<file path="config.mk">
export PLATFORM = sky130hd
export DESIGN_NAME = demux4_reg
export DESIGN_NICKNAME = d
export VERILOG_FILES = /design/src/rtl/demux4_pkg.sv /design/src/rtl/demux4_lane.sv /design/src/rtl/demux4_reg.sv
export SDC_FILE = /design/constraint.sdc
export NUM_CORES = 1
export LEC_CHECK = 0
export CAP_MARGIN = 40
export CORE_UTILIZATION = 35
export DETAILED_ROUTE_END_ITERATION = 8
export GPL_TIMING_DRIVEN = 0
export PLACE_DENSITY_LB_ADDON = 0.08
export SETUP_SLACK_MARGIN = 0.3
export SLEW_MARGIN = 20
export SYNTH_ARGS = -nofsm -noshare
export SYNTH_HDL_FRONTEND = slang
export SYNTH_SLANG_ARGS = --single-unit
</file>
<file path="constraint.sdc">
create_clock -name clock -period 2.15 [get_ports clock]
set_input_delay 0.43 -clock clock [delete_from_list [all_inputs] [get_ports clock]]
set_output_delay 0.43 -clock clock [all_outputs]
set_load 0.01 [all_outputs]
</file>
<file path="src/rtl/demux4_pkg.sv">
// Shared constants and lane state type for the demux4_reg 1-to-4 registered demultiplexer.
package demux4_pkg;

  localparam int unsigned DEMUX4_LANES = 4;
  localparam int unsigned DEMUX4_SEL_W = 2;
  localparam int unsigned DEMUX4_CNT_W = 16;

  localparam logic [DEMUX4_SEL_W-1:0] LANE0 = 2'd0;
  localparam logic [DEMUX4_SEL_W-1:0] LANE1 = 2'd1;
  localparam logic [DEMUX4_SEL_W-1:0] LANE2 = 2'd2;
  localparam logic [DEMUX4_SEL_W-1:0] LANE3 = 2'd3;

  typedef enum logic {
    LANE_EMPTY = 1'b0,
    LANE_FULL  = 1'b1
  } lane_state_t;

endpackage

</file>
<file path="src/rtl/demux4_lane.sv">
// One output lane of demux4_reg: single-entry holding register with valid/ready drain.
// Optional per-lane accept counter is built when DEMUX4_CNT_EN is defined.
module demux4_lane
  import demux4_pkg::*;
#(
  parameter int unsigned WIDTH = 32
) (
  input  logic             clock,
  input  logic             reset_n,
  input  logic             wr,
  input  logic [WIDTH-1:0] wr_data,
  input  logic             rd_ready,
  output logic             can_accept,
  output logic [WIDTH-1:0] data,
  output logic             valid
`ifdef DEMUX4_CNT_EN
  ,
  output logic [DEMUX4_CNT_W-1:0] cnt
`endif
);

  lane_state_t state, state_nx;

  always_ff @(posedge clock or negedge reset_n) begin
    if (!reset_n) state <= LANE_EMPTY;
    else          state <= state_nx;
  end

  // A write in the same cycle as a drain keeps the lane full with the new word.
  always_comb begin
    state_nx = state;
    case (state)
      LANE_EMPTY: if (wr) state_nx = LANE_FULL;
      LANE_FULL:  if (!wr && rd_ready) state_nx = LANE_EMPTY;
    endcase
  end

  assign valid      = (state == LANE_FULL);
  assign can_accept = (state == LANE_EMPTY) | rd_ready;

  always_ff @(posedge clock or negedge reset_n) begin
    if (!reset_n)  data <= '0;
    else if (wr)   data <= wr_data;
  end

`ifdef DEMUX4_CNT_EN
  always_ff @(posedge clock or negedge reset_n) begin
    if (!reset_n) cnt <= '0;
    else if (wr)  cnt <= cnt + DEMUX4_CNT_W'(1);
  end
`endif

endmodule

</file>
<file path="src/rtl/demux4_reg.sv">
// 32-bit 1-to-4 demultiplexer with per-lane registered valid/ready outputs.
// Define DEMUX4_CNT_EN to add 16-bit per-lane accept counters xfer_cnt0..3.
module demux4_reg
  import demux4_pkg::*;
#(
  parameter int unsigned WIDTH = 32,
  parameter int unsigned LANES = DEMUX4_LANES
) (
  input  logic                    clock,
  input  logic                    reset_n,
  input  logic [WIDTH-1:0]        in_data,
  input  logic [DEMUX4_SEL_W-1:0] in_sel,
  input  logic                    in_valid,
  output logic                    in_ready,
  output logic [WIDTH-1:0]        out_data0,
  output logic [WIDTH-1:0]        out_data1,
  output logic [WIDTH-1:0]        out_data2,
  output logic [WIDTH-1:0]        out_data3,
  output logic [LANES-1:0]        out_valid,
  input  logic [LANES-1:0]        out_ready
`ifdef DEMUX4_CNT_EN
  ,
  output logic [DEMUX4_CNT_W-1:0] xfer_cnt0,
  output logic [DEMUX4_CNT_W-1:0] xfer_cnt1,
  output logic [DEMUX4_CNT_W-1:0] xfer_cnt2,
  output logic [DEMUX4_CNT_W-1:0] xfer_cnt3
`endif
);

  logic [LANES-1:0] lane_wr;
  logic [LANES-1:0] lane_can;
  logic [LANES-1:0] lane_valid;
  logic [WIDTH-1:0] lane_data [LANES];
`ifdef DEMUX4_CNT_EN
  logic [DEMUX4_CNT_W-1:0] lane_cnt [LANES];
`endif

  // in_ready looks only at the selected lane, never at in_valid.
  assign in_ready = lane_can[in_sel];

  always_comb begin
    lane_wr = '0;
    if (in_valid && in_ready) lane_wr[in_sel] = 1'b1;
  end

  for (genvar i = 0; i < LANES; i++) begin : g_lane
    demux4_lane #(.WIDTH(WIDTH)) u_lane (
      .clock      (clock),
      .reset_n    (reset_n),
      .wr         (lane_wr[i]),
      .wr_data    (in_data),
      .rd_ready   (out_ready[i]),
      .can_accept (lane_can[i]),
      .data       (lane_data[i]),
      .valid      (lane_valid[i])
`ifdef DEMUX4_CNT_EN
      ,
      .cnt        (lane_cnt[i])
`endif
    );
  end

  assign out_valid = lane_valid;
  assign out_data0 = lane_data[LANE0];
  assign out_data1 = lane_data[LANE1];
  assign out_data2 = lane_data[LANE2];
  assign out_data3 = lane_data[LANE3];

`ifdef DEMUX4_CNT_EN
  assign xfer_cnt0 = lane_cnt[LANE0];
  assign xfer_cnt1 = lane_cnt[LANE1];
  assign xfer_cnt2 = lane_cnt[LANE2];
  assign xfer_cnt3 = lane_cnt[LANE3];
`endif

endmodule
</file>
==> impl_metrics.ini, run 1 <==
[detailed_routing]
drcViolationCount = 0
drt_iter0_drc = 73
drtPass1Iterations = 4
vias_per_cell = 4.63
ant_nets = 0
vias = 3156
wirelength_um = 11600
routedWlPerCell_um = 16.9

[yosys]
ys.flop_type = dfrtp_1
post_synth.cell_area_avg_um2 = 17.0
ys_ff_latch = 132
syn_area_um2 = 5020
synth_cells = 295
ys_types = 18
synth-edff-count = 0
mappedNetlistNets = 336
ys_seq_area_frac = 0.658
yosys_warnings = 0
synth-async-reset-ratio = 1.00

[clock_tree]
clkTransAtPathRegs_ps = 60
root_buffer = clkbuf_16
clock-sinks = 132
clock_tree.htree_level_count = 4
cts_tree = built
cts_buffers = 17
clockBufferDepth = 2
clk_latency_ps = 410

[critical_path]
worst_setup_path_end_kind = output port
cp_max_fo = 2
worstReg2RegStart = g_lane[0].u_lane.valid
r2r_slack_ps = 430
r2r_end = g_lane[0].u_lane.data[3]
cp_cell_sequence = nand2b_4 > mux4_2 > buf_6
crit_path_start_kind = register
cpPeakStageDelay_ps = 460
crit_type = reg -> out
r2r_cells = 5
cpMaxStageDelayCell = mux4_2
cp.arrival_ps = 1470
path_buf_inv = 1
critPathRequiredTime_ps = 1720
crit_family = multiplexers

[worst_hold_path]
worstHoldPathType = in -> reg
hold_depth = 3
whs_endpoint = g_lane[3].u_lane.valid
min_from = out_ready[3]

[floorplanning]
ios = 174
die_w_um = 122
fp.coreArea_um2 = 13900
rows = 43
die-area_um2 = 14800
dieHeight_um = 122
initial_utilization = 0.360

[timing]
slew_violations = 0
worst_pin_slew_ps = 514
finalSetupTns_ps = 0
setup_viol = 0
period_minus_slack_ps = 1900
max_freq_mhz = 526
hold_violations = 0
fin_crit_sh = 0.885
rsz0062_at_grt = yes
finClkSkew_ps = 8.58
setup_ws_ps = 248
maxSlewHeadroom = 0.657

[flow_run]
drv_cap = 0

[placed_design]
io_buffers = 173
place_hpwl_um = 8130
dp.cells = 649
dp_slack_ps = -318
dpl_cell_area_um2 = 7010
routabilityCongestion = 0.703

[finish]
n_fill_cell = 1190
drive_gt1_frac = 0.361
stdcell_area_um2 = 7600
final_cells = 682
area_growth_pct = 51.5
final_net_count = 533
diodes = 0
multi_input_area_um2 = 1600
ff_latch_area_um2 = 3300
final_common_cell = clkdlybuf4s50_1
most-common-layout-cells = 161 x clkdlybuf4s50_1, 132 x dfrtp_1, 124 x mux2_2

[global_routing]
gr-total-overflow = 0
grt_use_total = 0.169
grt_max_degree = 68
grt_pass1_vias = 3347
grt_pass1_wl_um = 18300
antenna_found_initial = 0

[power]
p_per_area_nw_per_um2 = 1050
switchingPower_w = 0.00196
p_clk_frac = 0.327
internal-power_w = 0.00600
leakage_nw = 3.28
seqPwrFrac = 0.410
combPwrFrac = 0.263
swShare = 0.246
irDropWorstVdd_v = 0.000819

[outcome]
status = complete, no violations
[how the worst max path moves through the flow]
stage                                      start                   endpoint  slack [ps]  cells past startpoint
after floorplan                     out_ready[1]                   in_ready         600                      2
after global placement                   reset_n  g_lane[1].u_lane.data[18]       -4540                      1
after detailed placement               in_sel[0]                   in_ready        -320                      3
after CTS                 g_lane[2].u_lane.valid                   in_ready         230                      3
after global routing      g_lane[0].u_lane.valid                   in_ready         180                      3
final                     g_lane[0].u_lane.valid                   in_ready         250                      3
[kinds of logic after synthesis]
logic type,after synthesis,synth area share
buf+inv,18,0.0294
compound gates,1,0.000996
simple gates,15,0.0192
mux,129,0.292
flops,132,0.658
[per-stage QoR]
| stage | hold WS (ps) | power, W | utilization |
|---|---|---|---|
| 3_5_place_dp | 409 | 0.00543 | 0.503 |
| 3_3_place_gp | 468 | 0.00538 | 0.501 |
| 2_1_floorplan | 134 | 0.00406 | - |
| 5_1_grt | 448 | 0.00836 | 0.546 |
| 4_1_cts | 423 | 0.00808 | 0.545 |
| 6_report | 441 | 0.00796 | 0.546 |
[timing repair]
action,in CTS,in global routing
resized for setup,16,4
endpoints found under the hold margin,66,0
endpoints found under the setup margin,1,5
hold buffers,1,0
setup buffers,3,0
[layout make-up]
class | count | area share
buffer | 18 | 0.0194
clock buffer | 23 | 0.0628
clock inverter | 6 | 0.00724
multi-input combinational | 145 | 0.210
sequential | 132 | 0.434
tap | 180 | 0.0296
timing repair buffer | 178 | 0.237
[sequential cells by signal, summed over array words and instances (netlist names)]
| register | cells |
|---|---|
| g_lane.u_lane.valid | 4 |
| g_lane.u_lane.data | 128 |
[cells in the mapped netlist, types with 4 or more instances]
| master | instances | area [um^2] |
|---|---|---|
| mux2_1 | 4 | 45.0 |
| buf_2 | 4 | 20.0 |
| buf_6 | 5 | 56.3 |
| buf_4 | 7 | 52.6 |
| nand2b_1 | 4 | 25.0 |
| dfrtp_1 | 132 | 3300 |
| mux2_2 | 124 | 1400 |
| nand2_1 | 5 | 18.8 |
[power groups by stage]
stage               Sequential (W)  Clock [W]  Combinational (W)
global placement           0.00328          0            0.00210
detailed placement         0.00331          0            0.00212
global route               0.00333    0.00279            0.00224
finish                     0.00326    0.00260            0.00210
CTS                        0.00327    0.00267            0.00214
floorplan                  0.00353          0           0.000531
[metal layers]
layer / track usage / part of all wire
met1: 0.209 / 0.44
met2: 0.258 / 0.47
met3: 0.0772 / 0.083
met4: 0.0602 / 0.0092
met5: 0 / 0
[worst register-to-register path, stage by stage (launching register included)]
cell,delay (ps)
dfrtp_1,400
nand2b_4,70
buf_4,130
nand3b_1,240
buf_2,380
mux2_2,390
No activity file was read; power rests on OpenSTA's default activity.
==> run 2: changes to the inputs <==
HOLD_SLACK_MARGIN = 0.15   (was unset)
==> results of run 2 <==
Final layout, timing and power as in run 1 (identical DEF).
==> run 3: changes to the inputs <==
SYNTH_HIERARCHICAL = 1   (was unset)
==> impl_metrics.ini, run 3 <==
[yosys]
synth.area.top_cells = dfrtp_1 59%, mux2_4 31%, buf_12 4.3%
synth-edff-count = 0
synth_cells = 289
ys.flop_type = dfrtp_1
ys_seq_area_frac = 0.592
netlist_top_cells_count = 132 x dfrtp_1, 116 x mux2_4, 12 x buf_12, 12 x mux2_2, 8 x nand2b_1
post_synth.cell_area_avg_um2 = 19.3
syn_area_um2 = 5580
synth-async-reset-ratio = 1.00
ys_ff_latch = 132
synth_top_area_cell = dfrtp_1
yosys_warnings = 6
yosysMostFrequentCell = dfrtp_1
synth_top_area_share = 0.592
mappedNetlistNets = 330
ys_types = 10

[critical_path]
crit_end = in_ready
r2r_cells = 6
worstReg2RegStart = g_lane[0].u_lane/valid
cp.arrival_ps = 1490
worst_setup_path_end_kind = output port
cpMaxStageDelayCell = mux4_2
cp_max_fo = 2
crit_path_start_kind = register
cp_cell_sequence = nand2b_4 > mux4_2 > buf_6
cp-startpoint = g_lane[3].u_lane/valid
cpPeakStageDelay_ps = 480
crit_cells = 3
r2r_end = g_lane[0].u_lane/data[5]
path_buf_inv = 1
crit_type = reg -> out
critPathRequiredTime_ps = 1720
crit_family = multiplexers
r2r_slack_ps = 580

[finish]
area_growth_pct = 48.1
drive_gt1_frac = 0.381
final_common_cell = clkdlybuf4s50_1
diodes = 0
top_register = g_lane.u_lane/data
utilization = 0.538
most-common-layout-cells = 164 x clkdlybuf4s50_1, 132 x dfrtp_1, 116 x mux2_4
final_net_count = 529
final_cells = 712
largest_reg_flops = 128

[detailed_routing]
ant_nets = 0
wirelength_um = 12800
vias = 3127
drcViolationCount = 0
drt_iter0_drc = 97
routedWlPerCell_um = 18.0
drtPass1Iterations = 4
vias_per_cell = 4.39

[clock_tree]
clkTransAtPathRegs_ps = 50
cts_tree = built
clk_latency_ps = 410
cts_buffers = 17
clock_tree.htree_level_count = 4
clockBufferDepth = 2
clock-sinks = 132
root_buffer = clkbuf_16

[floorplanning]
dieHeight_um = 128
die-area_um2 = 16500
die_w_um = 128
rows = 45
initial_utilization = 0.363
fp.coreArea_um2 = 15400
ios = 174

[timing]
hold_violations = 0
worst_pin_slew_ps = 447
setup_viol = 0
period_minus_slack_ps = 1920
slew_violations = 0
maxSlewHeadroom = 0.702
fin_crit_sh = 0.891
finalSetupTns_ps = 0
rsz0062_at_grt = yes
finClkSkew_ps = 5.45
setup_ws_ps = 235
max_freq_mhz = 522

[global_routing]
grt_pass1_wl_um = 20400
gr-total-overflow = 0
grt_use_total = 0.167
grt_pass1_vias = 3504
grt_max_degree = 77
antenna_found_initial = 0

[power]
p_per_area_nw_per_um2 = 1030
seqPwrFrac = 0.387
combPwrFrac = 0.283
swShare = 0.249
internal-power_w = 0.00641
switchingPower_w = 0.00213
p_clk_frac = 0.330
leakage_nw = 3.66
irDropWorstVdd_v = 0.000532

[flow_run]
drv_cap = 0

[outcome]
status = complete, no violations

[worst_hold_path]
worstHoldPathType = in -> reg

[placed_design]
place_hpwl_um = 8480
dp_slack_ps = -252
routabilityCongestion = 0.711
dp.cells = 674
io_buffers = 173
-- run 3: changes by cell type in the layout (fill, tap and decap cells not counted), moves of 3 or more --
cell	delta
mux2_4	+116
mux2_2	-112
buf_12	+12
buf_4	-5
nand2_1	-5
buf_2	-4
mux2_1	-4
nand2b_1	+4
clkdlybuf4s50_1	+3
-- run 3: repair_timing --
action / CTS / global route
setup endpoints to repair: 1 / 3
resized for setup: 14 / 2
hold buffers: 1 / 0
gates cloned: 0 / 0
endpoints found under the hold margin: 56 / 0
buffers inserted: 4 / 1
-- run 3: worst min-delay path: stages --
cell and delay (ps):
dlygate4sd2_1 200, nand2b_4 120, nand2b_1 60
-- run 3: cell families (layout without fill, tap and decap cells) --
group,after synthesis,count (layout),share of synthesized area
simple gates,12,12,0.0170
flops,132,132,0.592
mux,129,129,0.340
buf+inv,16,228,0.0511
-- run 3: cell type report --
type                            instances  area, um^2
Buffer                                 16         285
Multi-Input combinational cell        141        2020
Clock buffer                           22         474
Timing Repair Buffer                  180        1810
Fill cell                            1281        7100
Tap cell                              211         264
Clock inverter                         10         105
Sequential cell                       132        3300
-- run 3: worst min-delay path by stage --
stage / depth (start not counted) / from / to / slack (ps)
2_1_floorplan: 0 / reset_n / g_lane[0].u_lane/data[0] / 130
3_3_place_gp: 1 / g_lane[3].u_lane/data[26] / g_lane[3].u_lane/data[26] / 490
3_5_place_dp: 1 / reset_n / g_lane[2].u_lane/data[29] / 390
4_1_cts: 3 / out_ready[1] / g_lane[1].u_lane/valid / 420
5_1_grt: 3 / out_ready[1] / g_lane[1].u_lane/valid / 450
6_report: 3 / out_ready[1] / g_lane[1].u_lane/valid / 440
-- run 3: per-stage QoR --
step                power (W)  area (um^2)  hold WS (ps)
floorplan             0.00437         5580           134
global placement      0.00573         7580           490
global route          0.00896         8270           445
CTS                   0.00866         8260           422
finish                0.00853         8270           442
detailed placement    0.00575         7610           389
-- run 3: layer usage --
metal,share of wire,GRT usage
met5,0,0
met4,0.0058,0.0478
met3,0.079,0.0735
met2,0.46,0.255
met1,0.45,0.215
-- run 3: power groups by stage --
stage                     clock network (W)  registers, W  logic (W)
after floorplan                           0       0.00355   0.000823
after global placement                    0       0.00332    0.00240
after detailed placement                  0       0.00332    0.00243
after CTS                           0.00291       0.00331    0.00245
after global routing                0.00303       0.00337    0.00255
final                               0.00282       0.00330    0.00241
